`src/rtl/controle_rega_if.sv`:
```
// rtl/controle_rega_if.sv - mode, sensor and valve signal bundle for controle_rega
//
// Purpose: groups the user/sensor inputs and the valve/status outputs of the
// irrigation controller into one bundle.
//   master : drives tick, req_asp, req_got, solo_seco, nivel_min, nivel_max, err_ack
//            and observes rega, ve, limpeza, erro, err_code, estado
//   slave  : the controller side (inputs/outputs mirrored)
interface controle_rega_if;
  logic       tick;
  logic       req_asp;
  logic       req_got;
  logic       solo_seco;
  logic       nivel_min;
  logic       nivel_max;
  logic       err_ack;
  logic [1:0] rega;
  logic       ve;
  logic       limpeza;
  logic       erro;
  logic [1:0] err_code;
  logic [2:0] estado;

  modport master (
    output tick, req_asp, req_got, solo_seco, nivel_min, nivel_max, err_ack,
    input  rega, ve, limpeza, erro, err_code, estado
  );

  modport slave (
    input  tick, req_asp, req_got, solo_seco, nivel_min, nivel_max, err_ack,
    output rega, ve, limpeza, erro, err_code, estado
  );
endinterface

```
`src/rtl/controle_rega.sv`:
```
// rtl/controle_rega.sv - tick-timed irrigation controller with latched fault codes
//
// Purpose: arbitrates sprinkler/drip requests against soil and tank sensors,
// fills the tank, optionally runs periodic cleaning, and latches the first fault.
// Ports:
//   clk      system clock
//   reset_n  asynchronous active-low reset
//   bus      controle_rega_if.slave
//            in : tick, req_asp, req_got, solo_seco, nivel_min, nivel_max, err_ack
//            out: rega[1]=sprinkler, rega[0]=drip, ve=fill, limpeza=cleaning,
//                 erro, err_code, estado (all registered)
// Build option: define AUTO_CLEAN_EN to implement irr_cnt and the CLEAN state;
// without it limpeza is constant 0 and code 100 recovers to IDLE.
module controle_rega #(
  parameter int ASP_TICKS    = 60,
  parameter int GOT_TICKS    = 120,
  parameter int FILL_TIMEOUT = 200,
  parameter int CLEAN_TICKS  = 30,
  parameter int CLEAN_EVERY  = 4,
  parameter int TIMER_W      = 16
) (
  input logic             clk,
  input logic             reset_n,
  controle_rega_if.slave  bus
);

  typedef enum logic [2:0] {
    S_IDLE  = 3'b000,
    S_FILL  = 3'b001,
    S_ASP   = 3'b010,
    S_GOT   = 3'b011,
    S_CLEAN = 3'b100,
    S_ERROR = 3'b101
  } state_t;

  // Range guard: a tick count that does not fit the timer leaves this marker
  // block in the elaborated hierarchy.
  if (ASP_TICKS >= (1 << TIMER_W) || GOT_TICKS >= (1 << TIMER_W) ||
      FILL_TIMEOUT >= (1 << TIMER_W) || CLEAN_TICKS >= (1 << TIMER_W) ||
      CLEAN_EVERY < 1) begin : g_param_out_of_range
  end

  state_t             state, state_nxt;
  logic [TIMER_W-1:0] timer;
  logic [1:0]         err_code_q, err_code_nxt;
  logic [1:0]         rega_q, rega_nxt;
  logic               ve_q, ve_nxt, limpeza_q, limpeza_nxt, erro_q, erro_nxt;
  logic               clean_due;
  logic               conflict, lvl_bad, fault_persists;

  assign conflict = bus.req_asp & bus.req_got;
  assign lvl_bad  = bus.nivel_max & ~bus.nivel_min;
  // A fill timeout is still present while the tank stays below minimum;
  // acknowledging it then would only restart the failed fill.
  assign fault_persists = conflict | lvl_bad | ((err_code_q == 2'b10) & ~bus.nivel_min);

`ifdef AUTO_CLEAN_EN
  localparam int IW = $clog2(CLEAN_EVERY + 1);
  logic [IW-1:0] irr_cnt;
  assign clean_due = (irr_cnt == IW'(CLEAN_EVERY));

  // Any exit from ASP/GOT (timed, early or fault) counts one irrigation;
  // only a completed cleaning clears the count.
  always_ff @(posedge clk or negedge reset_n) begin
    if (!reset_n) begin
      irr_cnt <= '0;
    end else if ((state == S_ASP || state == S_GOT) && state_nxt != state) begin
      if (!clean_due) irr_cnt <= irr_cnt + 1'b1;
    end else if (state == S_CLEAN && state_nxt == S_IDLE) begin
      irr_cnt <= '0;
    end
  end
`else
  assign clean_due = 1'b0;
`endif

  // State, timer and registered outputs.
  always_ff @(posedge clk or negedge reset_n) begin
    if (!reset_n) begin
      state      <= S_IDLE;
      timer      <= '0;
      err_code_q <= 2'b00;
      rega_q     <= 2'b00;
      ve_q       <= 1'b0;
      limpeza_q  <= 1'b0;
      erro_q     <= 1'b0;
    end else begin
      state      <= state_nxt;
      err_code_q <= err_code_nxt;
      rega_q     <= rega_nxt;
      ve_q       <= ve_nxt;
      limpeza_q  <= limpeza_nxt;
      erro_q     <= erro_nxt;
      if (state_nxt != state) timer <= '0;
      else if (bus.tick)      timer <= timer + 1'b1;
    end
  end

  // Next state. Global faults are tested first so they beat a timed exit.
  always_comb begin
    state_nxt    = state;
    err_code_nxt = err_code_q;
    case (state)
      S_IDLE, S_FILL, S_ASP, S_GOT
`ifdef AUTO_CLEAN_EN
      , S_CLEAN
`endif
      : begin
        if (conflict) begin
          state_nxt    = S_ERROR;
          err_code_nxt = 2'b01;
        end else if (lvl_bad) begin
          state_nxt    = S_ERROR;
          err_code_nxt = 2'b11;
        end else begin
          case (state)
            S_IDLE: begin
              if (!bus.nivel_min)                    state_nxt = S_FILL;
              else if (clean_due)                    state_nxt = S_CLEAN;
              else if (bus.solo_seco && bus.req_asp) state_nxt = S_ASP;
              else if (bus.solo_seco && bus.req_got) state_nxt = S_GOT;
            end
            S_FILL: begin
              if (bus.nivel_max) begin
                state_nxt = S_IDLE;
              end else if (bus.tick && timer == TIMER_W'(FILL_TIMEOUT - 1)) begin
                state_nxt    = S_ERROR;
                err_code_nxt = 2'b10;
              end
            end
            S_ASP: begin
              if (!bus.solo_seco || !bus.req_asp || !bus.nivel_min ||
                  (bus.tick && timer == TIMER_W'(ASP_TICKS - 1)))
                state_nxt = S_IDLE;
            end
            S_GOT: begin
              if (!bus.solo_seco || !bus.req_got || !bus.nivel_min ||
                  (bus.tick && timer == TIMER_W'(GOT_TICKS - 1)))
                state_nxt = S_IDLE;
            end
            default: begin
              if (bus.tick && timer == TIMER_W'(CLEAN_TICKS - 1)) state_nxt = S_IDLE;
            end
          endcase
        end
      end
      S_ERROR: begin
        if (bus.err_ack && !fault_persists) begin
          state_nxt    = S_IDLE;
          err_code_nxt = 2'b00;
        end
      end
      default: state_nxt = S_IDLE;
    endcase
  end

  // Output decode from the upcoming state so outputs switch with the state register.
  always_comb begin
    rega_nxt    = {state_nxt == S_ASP, state_nxt == S_GOT};
    ve_nxt      = (state_nxt == S_FILL);
    erro_nxt    = (state_nxt == S_ERROR);
`ifdef AUTO_CLEAN_EN
    limpeza_nxt = (state_nxt == S_CLEAN);
`else
    limpeza_nxt = 1'b0;
`endif
  end

  assign bus.rega     = rega_q;
  assign bus.ve       = ve_q;
  assign bus.limpeza  = limpeza_q;
  assign bus.erro     = erro_q;
  assign bus.err_code = err_code_q;
  assign bus.estado   = state;

endmodule

```
`src/flat_wrapper.sv`:
```
// flat-port wrapper written by rule: the top's interface ports become plain ports
module controle_rega_flat 
#(
  parameter int ASP_TICKS    = 60,
  parameter int GOT_TICKS    = 120,
  parameter int FILL_TIMEOUT = 200,
  parameter int CLEAN_TICKS  = 30,
  parameter int CLEAN_EVERY  = 4,
  parameter int TIMER_W      = 16
)
  (clk, reset_n, bus_tick, bus_req_asp, bus_req_got, bus_solo_seco, bus_nivel_min, bus_nivel_max, bus_err_ack, bus_rega, bus_ve, bus_limpeza, bus_erro, bus_err_code, bus_estado);
  controle_rega_if bus_i ();
  input logic clk;
  input logic reset_n;
  input wire logic [$bits(bus_i.tick)-1:0] bus_tick;
  input wire logic [$bits(bus_i.req_asp)-1:0] bus_req_asp;
  input wire logic [$bits(bus_i.req_got)-1:0] bus_req_got;
  input wire logic [$bits(bus_i.solo_seco)-1:0] bus_solo_seco;
  input wire logic [$bits(bus_i.nivel_min)-1:0] bus_nivel_min;
  input wire logic [$bits(bus_i.nivel_max)-1:0] bus_nivel_max;
  input wire logic [$bits(bus_i.err_ack)-1:0] bus_err_ack;
  output wire logic [$bits(bus_i.rega)-1:0] bus_rega;
  output wire logic [$bits(bus_i.ve)-1:0] bus_ve;
  output wire logic [$bits(bus_i.limpeza)-1:0] bus_limpeza;
  output wire logic [$bits(bus_i.erro)-1:0] bus_erro;
  output wire logic [$bits(bus_i.err_code)-1:0] bus_err_code;
  output wire logic [$bits(bus_i.estado)-1:0] bus_estado;
  assign bus_i.tick = bus_tick;
  assign bus_i.req_asp = bus_req_asp;
  assign bus_i.req_got = bus_req_got;
  assign bus_i.solo_seco = bus_solo_seco;
  assign bus_i.nivel_min = bus_nivel_min;
  assign bus_i.nivel_max = bus_nivel_max;
  assign bus_i.err_ack = bus_err_ack;
  assign bus_rega = bus_i.rega;
  assign bus_ve = bus_i.ve;
  assign bus_limpeza = bus_i.limpeza;
  assign bus_erro = bus_i.erro;
  assign bus_err_code = bus_i.err_code;
  assign bus_estado = bus_i.estado;
  controle_rega #(.ASP_TICKS(ASP_TICKS), .GOT_TICKS(GOT_TICKS), .FILL_TIMEOUT(FILL_TIMEOUT), .CLEAN_TICKS(CLEAN_TICKS), .CLEAN_EVERY(CLEAN_EVERY), .TIMER_W(TIMER_W)) u_core (.clk(clk), .reset_n(reset_n), .bus(bus_i));
endmodule
```
`config.mk`:
```
export PLATFORM = sky130hd
export DESIGN_NAME = controle_rega_flat
export DESIGN_NICKNAME = d
export VERILOG_FILES = /design/src/rtl/controle_rega_if.sv /design/src/rtl/controle_rega.sv /design/src/flat_wrapper.sv
export SDC_FILE = /design/constraint.sdc
export NUM_CORES = 1
export LEC_CHECK = 0
export CAP_MARGIN = 25
export CORE_ASPECT_RATIO = 0.9
export CORE_MARGIN = 4
export CORE_UTILIZATION = 55
export CTS_CLUSTER_DIAMETER = 80
export CTS_CLUSTER_SIZE = 8
export DETAILED_ROUTE_END_ITERATION = 6
export GPL_ROUTABILITY_DRIVEN = 0
export PLACE_DENSITY_LB_ADDON = 0.3
export SYNTH_ARGS = -nofsm -noshare
export SYNTH_HDL_FRONTEND = slang
export SYNTH_SLANG_ARGS = --single-unit
```
`constraint.sdc`:
```
create_clock -name clk -period 2.7 [get_ports clk]
set_clock_uncertainty 0.15 [all_clocks]
set_input_delay 0.54 -clock clk [delete_from_list [all_inputs] [get_ports clk]]
set_output_delay 0.54 -clock clk [all_outputs]
set_load 0.05 [all_outputs]
```
==> metrics <==
status=complete, no violations; Syn Std Cell Area=1600 um2; Root Buffer=clkbuf_4; layout cells sized above 1=22.4%; Rows=18; Area contributors post-synth=dfrtp_1, nor3_2, xnor2_1; Top delay family on crit path=buffers and inverters; Ports=19; H-tree Lvls=1; Post-synth ARST share=100%; logic gate share of total power=57.5%; crit end category=output pin; non-filler instance count after layout=223; Power Internal=0.878 mW; largest net degree at the start of global routing=26; CP Cell Sequence=clkdlybuf4s50_1; first-pass GRT wire length=5800 um; #FFs+latches synth=25; hpwl dp=2520 um; Num CTS Buffers=3; worst path bufs/invs=1; Reg power frac=31.6%; core area=2770 um2; Sw Share=45.4%; WP data required=2010 ps; EDFF count, synth=0; syn avg cell area=10.3 um2; Yosys cell types=50; post-CTS setup repair buffer count=0; max-slew violation count=0; Initial Util=57.6%; Die Ht=59.1 um; WP data arrival=1760 ps; initial antenna violation count=0; worst hold path type=reg2reg; area delta synth->final=20.7%; post-synthesis sequential area ratio=39.2%; Clk pin slew, worst setup/hold paths=140 ps; Remaining Overflow, GRT=0; CTS Sinks=25; max_slew headroom=65.9%; Final TNS setup=0 ps; overall routing resource usage=19.6%; Longest Clk Path Bufs=2; Vias per Instance=5.78; CP peak stage delay=870 ps; Clock Latency Late Sink=330 ps; Synth top area share=39.2%; DRC violations left=0; TritonCTS clock tree=yes; Setup crit start kind=register; First-pass DRT Iterations=4; Die Area=3830 um2; Max IR drop VDD=359 uV; Hold Buf Count CTS=0; final setup vio count=0; CP max FO=10; clock power share=10.9%; Synth area leader=dfrtp_1; number of global-route vias before repair=1280; fin util=69.5%; slew at the pin with the worst max-slew slack=510 ps; fillers=218; Post-DRT Antenna Nets=0; most common library cells after synthesis=dfrtp_1, nand2_1, nor3_1, nor3_2; Tcrit/Tclk final=90.6%; Hold Violations, Final=0; FMAX=409 MHz; switching pwr=0.731 mW; max-cap viol count=0; CP max stage cell=clkdlybuf4s50_1; Mapped Nets=166; placed cell count=219; RSZ-0062 raised after global routing=no; mean routed wirelength per cell=15.1 um; synth warn=0; detailed-route wire length=3360 um; Resize count post-CTS=0; Crit Path Category=reg2out; Power Density=836 nW/um2; Post-Synthesis Cells=155; time the worst path needs with I/O delays and setup=2450 ps; ant diodes=0; ys flop type=dfrtp_1; DRT iter0 DRCs=93; final net count=195; Pleak=0.769 nW; most frequent cell after synthesis=dfrtp_1; via count of the routed design=1289; IO Port Bufs=17; Die Width=64.8 um
[power by group through the flow]
| stage | combinational [mW] | clock [mW] | sequential [mW] |
|---|---|---|---|
| finish | 0.924 | 0.175 | 0.509 |
| global route | 0.988 | 0.206 | 0.518 |
| CTS | 0.935 | 0.184 | 0.508 |
| detailed placement | 0.931 | 0 | 0.517 |
| global placement | 0.915 | 0 | 0.510 |
| floorplan | 0.492 | 0 | 0.663 |
[path summary, 6_finish.rpt]
path / startpoint / endpoint / slack [ps] / cells past startpoint
setup / recovery: u_core.bus.estado[1]$_DFF_PN0_ / bus_estado[1] / 250 / 1
hold / removal: u_core.bus.err_code[0]$_DFFE_PN0P_ / u_core.bus.err_code[0]$_DFFE_PN0P_ / 390 / 1
setup reg to reg: u_core.timer[0]$_DFFE_PN0P_ / u_core.timer[1]$_DFFE_PN0P_ / 350 / 6
hold reg to reg: u_core.bus.err_code[0]$_DFFE_PN0P_ / u_core.bus.err_code[0]$_DFFE_PN0P_ / 390 / 1
max in group asynchronous: reset_n / u_core.timer[7]$_DFFE_PN0P_ / 1760 / 2
min in group asynchronous: reset_n / u_core.bus.ve$_DFF_PN0_ / 410 / 2
[through the flow]
step           cell area [um2]  power [mW]  worst slack (ps)  hold slack, ps
2_1_floorplan             1600        1.15               293            94.4
3_3_place_gp              1900        1.42             -17.2             343
3_5_place_dp              1900        1.45             -48.5             357
4_1_cts                   1930        1.63               242             394
5_1_grt                   1930        1.71               196             415
6_report                  1930        1.61               255             388
[cell usage in the layout (no fill, tap or decap), types with 2 or more instances in the layout]
master / count
nor2_1: 6
or2_2: 2
nor3_2: 10
clkbuf_4: 3
and2_1: 3
o21a_1: 2
nor2b_1: 2
nand3_1: 7
nand4_1: 5
clkdlybuf4s50_1: 17
or4_4: 3
ha_1: 2
nand2_1: 12
o21ai_0: 2
xnor2_1: 8
and4_1: 4
xor2_1: 8
nor3_1: 10
nand4b_1: 2
buf_12: 2
buf_4: 12
inv_1: 4
dfrtp_1: 25
and3_1: 2
nor4_1: 3
a211o_1: 2
[layer usage]
metal,part of all wire (%),wire length [um],global-route usage [%],up-vias
met4,2.3,79,9.34,0
met1,45,1500,24.6,617
met3,5.9,198,3.61,7
met5,0,0,0,-
li1,-,-,-,623
met2,47,1580,32.8,42
[cell families (layout without fill, tap and decap cells)]
family | Yosys count | count (layout) | share of synthesized area [%]
and+or+nand+nor | 80 | 80 | 32.7
DFF | 25 | 25 | 39.2
AOI/OAI and AO/OA | 18 | 18 | 12.5
xor gates and xnor gates | 16 | 16 | 8.78
buffers and inverters | 12 | 40 | 4.31
adders and majority gates | 2 | 2 | 1.57
other | 1 | 1 | 0.235
muxes | 1 | 1 | 0.706
[cell type report]
type	instances	area, um2	share of cell area (%)
multi-input combinational	118	901	46.8
sequential	25	626	32.5
timing repair buffer	31	300	15.6
tap	40	50.0	2.60
clock buffer	3	22.5	1.17
inverter	5	18.8	0.975
clock inverter	1	7.51	0.390
[state kept, by name, indices dropped and copies added (netlist names)]
register / flops
u_core.bus.estado: 3
u_core.bus.err_code: 2
u_core.bus.erro: 1
u_core.bus.rega: 2
u_core.bus.ve: 1
u_core.timer: 16
Power figures use the tool's default switching activity.
==> RTL edit, RTL diff (config.mk and constraints unchanged) <==
`TIMER_W` is set to 16 in 2 places; all go to 15.
--- a/src/rtl/controle_rega.sv
+++ b/src/rtl/controle_rega.sv
@@ -18,5 +18,5 @@
   parameter int CLEAN_TICKS  = 30,
   parameter int CLEAN_EVERY  = 4,
-  parameter int TIMER_W      = 16
+  parameter int TIMER_W      = 15
 ) (
   input logic             clk,
--- a/src/flat_wrapper.sv
+++ b/src/flat_wrapper.sv
@@ -7,5 +7,5 @@
   parameter int CLEAN_TICKS  = 30,
   parameter int CLEAN_EVERY  = 4,
-  parameter int TIMER_W      = 16
+  parameter int TIMER_W      = 15
 )
   (clk, reset_n, bus_tick, bus_req_asp, bus_req_got, bus_solo_seco, bus_nivel_min, bus_nivel_max, bus_err_ack, bus_rega, bus_ve, bus_limpeza, bus_erro, bus_err_code, bus_estado);
Behaviour: no difference found for any inputs over 10 cycles, from zero or initial values and one cycle with reset_n low; that may be too few to reach the edited logic, so the function may still have changed.
==> RTL edit against the original RTL <==
Die area decreased by 1.2%. Routed wire length increased by 0.30%. Via count increased by 5.0%. Sequential power decreased by 2%. Setup slack got worse by 50 ps. Total power decreased by 15%. Synthesized cell count increased by 8.4%. Synthesized area decreased by 1.3%. First-iteration DRC count increased by 20%. Final cell count increased by 0.45%. Combinational power decreased by 22%. Cell area decreased by 5.7%. Sequential cell count decreased by 1. Sequential share of layout area increased by 0.57 points.
==> RTL edit: results (changes against the original RTL) <==
Routing
  • DR iter-0 viols: 112 (+20%)
  • Detailed Routing Iterations Pass 1: 5 (+1)
  • WL final: 3374 um (+0.30%)
  • DR vias: 1354 (+5.0%)

Finish
  • Max reg flops: 15 (-1)
  • Share of cells above drive strength 1: 13.04% (-9.4 points)
  • Reg with most FFs: u_core.timer
  • Fillers: 235 (+7.8%)
  • Final nets: 197 (+1.0%)
  • Final Instance Count excl. Fillers: 224 (+0.45%)
  • Antenna fix cells: 0 (unchanged)

GRT
  • Number of global-route vias before repair: 1307 (+2.1%)
  • Initial antenna violation count: 0 (unchanged)
  • First-pass GRT wire length: 5934 um (+2.3%)
  • Grt total ovfl: 0 (unchanged)
  • GR Util met2: 33.38% (+0.58 points)
  • GRT Util Overall: 19.66% (+0.080 points)
  • Met1 usage: 25.39% (+0.79 points)
  • GRT met3 Usage: 2.481% (-1.1 points)
  • Pin count of the biggest net entering global routing: 25 (-3.8%)

Yosys
  • Synth Net Count: 179 (+7.8%)
  • Top cells by area, synth: dfrtp_1 (38%), nor4_1 (6.8%), xnor2_1 (3.9%)
  • Post-synth cell types: 45 (-10%)
  • Post-synthesis sequential area ratio: 38.16% (-1.1 points)
  • Synth warnings: 0 (unchanged)
  • Async SR Flop Fraction: 100.0% (unchanged)
  • Top post-synthesis cells by count: dfrtp_1 (24), nor4_1 (17), nand2_1 (11)
  • Post-Syn Area per Cell: 9.369 um2 (-9.0%)

Clock network
  • Postcts setup bufs: 0 (unchanged)
  • Worst-Skew Late Latency: 310 ps (-20 ps)
  • Clock-pin slew on the worst setup and hold paths: 120 ps (-20 ps)
  • Root buf cell: clkbuf_4
  • Total CTS buffers: 3 (unchanged)
  • # resized after CTS: 0 (unchanged)
  • H-tree depth: 1 (unchanged)
  • Clock Path Buffers: 2 (unchanged)

Placed design
  • PortBufs: 17 (unchanged)
  • Pre-CTS setup slack: 61.66 ps (+110.2 ps)
  • Area after DPL: 1794 um2 (-5.3%)
  • Hpwl dp: 2493 um (-0.89%)

Run
  • Total of max-cap violations: 0 (unchanged)

Pwr
  • Clock Power Share: 11.0%
  • Peak VDD IR: 0.0004606 V (+28%)
  • Pint: 743.8 uW (-15%)
  • Total power: 1.372 mW (-15%)
  • Comb power frac: 52.7% (-4.8 points)
  • Lkg Pwr: 0.7221 nW (-6.1%)

Setup path
  • CP max stage delay: 890 ps (+20 ps)
  • CP max-delay cell: clkdlybuf4s50_1
  • Crit-path leading delay family: buffers and inverters
  • CP arrival: 1810 ps (+50 ps)
  • Worst Path Max Fanout: 11 (+1)

Min path
  • Min-Delay Path Class: reg -> reg

Timing
  • Slew headroom: 66.12% (+0.23 points)
  • Final Max Slew Viols: 0 (unchanged)

Status
  • Status: finished clean
[RTL edit: changes by cell type in the layout (fill, tap and decap cells not counted), moves of 3 or more]
cell | before | now
buf_4 | 12 | 8
nor4_1 | 3 | 17
nor3_2 | 10 | 0
nor2_1 | 6 | 9
nor3_1 | 10 | 7
o21ai_0 | 2 | 7
a21oi_1 | 1 | 7
[RTL edit: cell type report]
class                   count  area [um2]  area share (%)
clock buffers               3       22.52           1.240
inverters                   6       22.52           1.240
multi-input cells         125       870.8           47.93
repair buffers             26       250.2           13.77
flip-flops and latches     24       600.6           33.06
well taps                  40       50.05           2.755
[RTL edit: cells by family (layout without fill, tap and decap cells)]
group	count (synthesis)	after routing	share of synthesized area, %
AOI/OAI and AO/OA	23	23	10.65
xor gates and xnor gates	14	14	7.790
adders and majority gates	2	2	1.590
buffers and inverters	19	35	6.518
DFF	24	24	38.16
muxes	1	1	0.6360
other	1	1	0.2382
and+or+nand+nor	84	84	34.42
[RTL edit: layer usage]
metal | vias to the layer above | part of all wire, %
li1 | 655 | -
met5 | - | 0
met1 | 636 | 43
met4 | 0 | 1.2
met2 | 57 | 49
met3 | 6 | 7.0
[RTL edit: worst paths after layout]
check,startpoint,endpoint,depth (start not counted),slack [ps]
min,u_core.bus.err_code[1]$_DFFE_PN0P_,u_core.bus.err_code[1]$_DFFE_PN0P_,2,410
max in group asynchronous,reset_n,u_core.timer[10]$_DFFE_PN0P_,2,1740
max reg2reg,u_core.timer[0]$_DFFE_PN0P_,u_core.timer[7]$_DFFE_PN0P_,7,380
min reg2reg,u_core.bus.err_code[1]$_DFFE_PN0P_,u_core.bus.err_code[1]$_DFFE_PN0P_,2,410
min in group asynchronous,reset_n,u_core.timer[1]$_DFFE_PN0P_,2,420
max,u_core.bus.estado[1]$_DFF_PN0_,bus_estado[1],1,200
